[config.mk]
export PLATFORM = sky130hd
export DESIGN_NAME = load_store_unit
export DESIGN_NICKNAME = d
export VERILOG_FILES = /design/src/rtl/load_store_unit.sv
export SDC_FILE = /design/constraint.sdc
export NUM_CORES = 1
export LEC_CHECK = 0
export CORE_MARGIN = 2
export CORE_UTILIZATION = 47
export CTS_BUF_LIST = sky130_fd_sc_hd__clkbuf_4 sky130_fd_sc_hd__clkbuf_8
export DETAILED_ROUTE_END_ITERATION = 8
export PLACE_DENSITY = 0.82
export SYNTH_ARGS = -nofsm -noshare
export SYNTH_HDL_FRONTEND = slang
export SYNTH_SLANG_ARGS = --single-unit
[constraint.sdc]
create_clock -name clock_i -period 3.1 [get_ports clock_i]
set_clock_uncertainty 0.1 [all_clocks]
set_input_delay 0.62 -clock clock_i [delete_from_list [all_inputs] [get_ports clock_i]]
set_output_delay 0.62 -clock clock_i [all_outputs]
set_load 0.01 [all_outputs]
[src/rtl/load_store_unit.sv]
// Load/store unit: sequences RV32I loads and stores onto a single-ported word memory,
// using read-modify-write for byte and halfword stores.
module load_store_unit #(
  parameter int ADDR_W = 32
) (
  input  logic              clock_i,
  input  logic              reset_n_i,
  input  logic              req_valid_i,
  output logic              req_ready_o,
  input  logic              req_we_i,
  input  logic [2:0]        req_funct3_i,
  input  logic [ADDR_W-1:0] req_addr_i,
  input  logic [31:0]       req_wdata_i,
  output logic              rsp_valid_o,
  output logic [31:0]       rsp_rdata_o,
  output logic              rsp_error_o,
  output logic [ADDR_W-1:0] mem_addr_o,
  output logic [31:0]       mem_wr_data_o,
  output logic              mem_wr_enable_o,
  output logic              mem_rd_enable_o,
  input  logic [31:0]       mem_rd_data_i
);

  typedef enum logic [2:0] {
    IDLE, LOAD_RD, LOAD_WAIT, STORE_RD, STORE_MERGE, STORE_WR, RESP
  } state_t;

  state_t            r_state;
  state_t            w_next;
  logic              r_active;
  logic [2:0]        r_funct3;
  logic [ADDR_W-1:0] r_addr;
  logic [31:0]       r_wdata;
  logic [31:0]       r_rdata;
  logic              r_error;

  logic              w_accept;
  logic              w_legal;
  logic              w_misaligned;
  logic              w_reqError;
  logic [7:0]        w_byte;
  logic [15:0]       w_half;
  logic [31:0]       w_loadData;
  logic [31:0]       w_mergeData;

  assign w_accept    = req_valid_i && req_ready_o;
  assign mem_addr_o  = {r_addr[ADDR_W-1:2], 2'b00};
  assign rsp_rdata_o = r_rdata;
  assign rsp_error_o = r_error;

  always_comb begin
    w_legal = 1'b0;
    if (req_we_i) begin
      w_legal = (req_funct3_i == 3'b000) || (req_funct3_i == 3'b001) ||
                (req_funct3_i == 3'b010);
    end else begin
      case (req_funct3_i)
        3'b000, 3'b001, 3'b010, 3'b100, 3'b101: w_legal = 1'b1;
        default:                                w_legal = 1'b0;
      endcase
    end
  end

  assign w_misaligned = ((req_funct3_i[1:0] == 2'b01) && req_addr_i[0]) ||
                        ((req_funct3_i[1:0] == 2'b10) && (req_addr_i[1:0] != 2'b00));
  assign w_reqError   = !w_legal || w_misaligned;

  // r_active keeps ready low during reset and on the reset edge itself
  always_ff @(posedge clock_i) begin
    if (!reset_n_i) begin
      r_state  <= IDLE;
      r_active <= 1'b0;
    end else begin
      r_state  <= w_next;
      r_active <= 1'b1;
    end
  end

  always_comb begin
    w_next = r_state;
    case (r_state)
      IDLE: begin
        if (w_accept) begin
          if (w_reqError)                          w_next = RESP;
          else if (!req_we_i)                      w_next = LOAD_RD;
          else if (req_funct3_i[1:0] == 2'b10)     w_next = STORE_WR;
          else                                     w_next = STORE_RD;
        end
      end
      LOAD_RD:     w_next = LOAD_WAIT;
      LOAD_WAIT:   w_next = RESP;
      STORE_RD:    w_next = STORE_MERGE;
      STORE_MERGE: w_next = STORE_WR;
      STORE_WR:    w_next = RESP;
      RESP:        w_next = IDLE;
      default:     w_next = IDLE;
    endcase
  end

  always_comb begin
    req_ready_o     = 1'b0;
    rsp_valid_o     = 1'b0;
    mem_rd_enable_o = 1'b0;
    mem_wr_enable_o = 1'b0;
    mem_wr_data_o   = '0;
    case (r_state)
      IDLE:              req_ready_o     = r_active;
      LOAD_RD, STORE_RD: mem_rd_enable_o = 1'b1;
      STORE_WR: begin
        mem_wr_enable_o = 1'b1;
        mem_wr_data_o   = r_wdata;
      end
      RESP:              rsp_valid_o     = 1'b1;
      default: ;
    endcase
  end

  // Little-endian lane selection for loads and sub-word store merging
  always_comb begin
    w_byte = mem_rd_data_i[{r_addr[1:0], 3'b000} +: 8];
    w_half = mem_rd_data_i[{r_addr[1], 4'b0000} +: 16];
    case (r_funct3[1:0])
      2'b00:   w_loadData = {{24{!r_funct3[2] && w_byte[7]}}, w_byte};
      2'b01:   w_loadData = {{16{!r_funct3[2] && w_half[15]}}, w_half};
      default: w_loadData = mem_rd_data_i;
    endcase
    w_mergeData = mem_rd_data_i;
    if (r_funct3[1:0] == 2'b00) begin
      w_mergeData[{r_addr[1:0], 3'b000} +: 8] = r_wdata[7:0];
    end else begin
      w_mergeData[{r_addr[1], 4'b0000} +: 16] = r_wdata[15:0];
    end
  end

  always_ff @(posedge clock_i) begin
    if (!reset_n_i) begin
      r_funct3 <= '0;
      r_addr   <= '0;
      r_wdata  <= '0;
      r_rdata  <= '0;
      r_error  <= 1'b0;
    end else begin
      case (r_state)
        IDLE: begin
          if (w_accept) begin
            r_funct3 <= req_funct3_i;
            r_addr   <= req_addr_i;
            r_wdata  <= req_wdata_i;
            if (w_reqError) begin
              r_rdata <= '0;
              r_error <= 1'b1;
            end
          end
        end
        LOAD_WAIT: begin
          r_rdata <= w_loadData;
          r_error <= 1'b0;
        end
        STORE_MERGE: r_wdata <= w_mergeData;
        STORE_WR: begin
          r_rdata <= '0;
          r_error <= 1'b0;
        end
        default: ;
      endcase
    end
  end

endmodule
==> run metrics <==
status=finished clean; Synth Area in Adders=1.11%; RSZ-0062 raised after global routing=no; post-cts resize count=0; Slew headroom=14.8%; Synth Flop Type=dfxtp_1; sequential-to-total area share from yosys stat=37.0%; placed cell count=936; CTS tree=done; largest net degree at the start of global routing=39; Post-Syn Area per Cell=8.54 um2; post-synthesis cell area=0.00563 mm2; Peak supply drop=323 uV; via/cell ratio=5.97; # nets final=912; ys async rst share=0%; multi-input logic area=0.00302 mm2; ANT cells=0; FILL cells=964; arrival time at the worst endpoint=2.22 ns; Final Cell Area=0.00769 mm2; starting density of the core=48.7%; Clock Latency Late Sink=0.38 ns; final setup fails=0; register area=0.00208 mm2; dominant cell by count in the synthesized netlist=dfxtp_1; Clk pin slew, worst setup/hold paths=0.10 ns; Non-Filler Instances=952; Yosys top cell area share=37.0%; post-synthesis simple-gate area fraction=18.0%; die width=113 um; port bufs=201; fmax=340 MHz; row cnt=39; max cap viols=0; CTS Root Cell=clkbuf_8; vias in the first global route=5487; Area after DPL=0.00744 mm2; Worst-Margin Slew=1.27 ns; postcts setup bufs=0; CTS max path bufs=2; top cells by area, synth=dfxtp_1 (37%), nand2_1 (6.2%), buf_4 (5.5%); PnR worst setup slack=0.157 ns; GRT Total Usage=27.5%; synth cell count leaders=dfxtp_1 (104), nand2_1 (93), a21oi_1 (54), buf_4 (41), o21ai_0 (35); Pwr Total=0.00373 W; Min-Delay Path Class=register to register; crit path launch type=register; Setup WS pre-CTS=0.291 ns; total clock buffers created by CTS=9; Final Hold Fails=0; drt wl/cell=18.9 um; WP data required=2.38 ns; total global routing overflow=0; number of synthesized flops with an enable pin=0; Area Growth Syn to Fin=36.6%; crit path max fanout=33; Post-Syn Instances=659; Crit. End Element=output port; largest family of logic cells by synthesized area=compound AO/OA/AOI/OAI gates; first-pass GRT wire length=28000 um; die area=0.0129 mm2; routed wire length=18000 um; total core area=0.0116 mm2; DRT iter0 DRCs=541; clk sink count=104; Hold Buf Count CTS=0; Detailed Routing Iterations Pass 1=8; Tmin final=2.94 ns; Antenna Nets Post-Route=0; fin crit share=94.9%; compound-cell area share of the yosys netlist=30.6%; Ys Warns=0; IO Count=204; Synth Area in XOR/XNOR=0%; layout cells sized above 1=7.79%; Seq cells post-synth=104; Die Y=113 um; routability cong.=0.951; Cell variety after synth=54; DRC viols=0; max-slew violations=0; cell taking the most area after synthesis=dfxtp_1; antenna violations before repair=0; Pleak=2.73 nW; WS Path Type=register to output port; DPL Wire Length=13400 um; setup tns final=0 ns; total number of vias=5688; mux contribution to synthesized area=3.82%; Power Dens Cells=485 mW/mm2; CTS H-Tree Depth=3
==> critical path, stage by stage (launching register included) <==
cell             delay [ns]
dfxtp_1                0.60
and3b_1                0.24
buf_4                  0.26
and2_1                 0.19
clkdlybuf4s50_1        0.54
==> stage by stage <==
stage | hold slack (ns) | utilization (%)
finish | 0.370 | 66.5
global route | 0.387 | 66.5
CTS | 0.374 | 66.5
detailed placement | 0.347 | 64.3
global placement | 0.347 | 64.3
floorplan | 0.337 | -
==> power by group <==
group / switching, W / internal, W
registers: 0.000134 / 0.00149
clock network: 0.000494 / 0.000552
logic: 0.000553 / 0.000500
total: 0.00118 / 0.00255
==> metal layers <==
metal / GRT usage, % / part of all wire, % / vias to the layer above
li1: - / - / 2644
met1: 34.5 / 41 / 2650
met2: 44.4 / 45 / 339
met3: 6.80 / 10 / 55
met4: 13.7 / 4.2 / 0
met5: 0 / 0 / -
==> flip-flops by register name, indices dropped and copies added (netlist names) <==
register / cells
r_active: 1
r_addr: 32
rsp_rdata_o: 32
rsp_error_o: 1
r_wdata: 32
r_state: 3
r_funct3: 3
==> final timing paths <==
path | startpoint | to | slack [ns] | depth (start not counted)
max | r_state[2]$_SDFFE_PN0P_ | mem_wr_data_o[8] | 0.16 | 4
max reg2reg | r_addr[1]$_SDFFE_PN0P_ | r_wdata[18]$_SDFFE_PN0P_ | 0.58 | 6
min reg2reg | r_wdata[17]$_SDFFE_PN0P_ | r_wdata[17]$_SDFFE_PN0P_ | 0.37 | 2
min | r_wdata[17]$_SDFFE_PN0P_ | r_wdata[17]$_SDFFE_PN0P_ | 0.37 | 2
==> cell usage in the layout (no fill, tap or decap), types with 11 or more instances in the layout <==
master | synthesis | routed
a21oi_1 | 54 | 54
and2_1 | 34 | 34
a21boi_0 | 34 | 34
a221oi_1 | 19 | 19
a32o_1 | 11 | 11
buf_4 | 41 | 17
clkdlybuf4s50_1 | 0 | 200
o21ai_0 | 35 | 35
nand2_1 | 93 | 93
nor2_1 | 18 | 18
o2bb2ai_1 | 32 | 32
dfxtp_1 | 104 | 104
==> cell families (layout without fill, tap and decap cells) <==
| logic type | count (synthesis) | in the layout |
|---|---|---|
| other | 1 | 2 |
| buffers and inverters | 91 | 240 |
| multiplexers | 19 | 19 |
| flip-flops | 104 | 104 |
| AO/OA/AOI/OAI | 240 | 240 |
| adder cells (fa/ha/maj) | 5 | 5 |
| AND/OR/NAND/NOR | 199 | 199 |
==> final cells by class <==
class / instances / area share, %
timing repair buffer: 218 / 27.8
clock inverter: 6 / 1.50
multi-input combinational: 465 / 39.3
inverter: 6 / 0.293
tap: 143 / 2.33
sequential: 104 / 27.1
clock buffer: 10 / 1.71
Note: power is estimated with default switching activity, not from simulation.
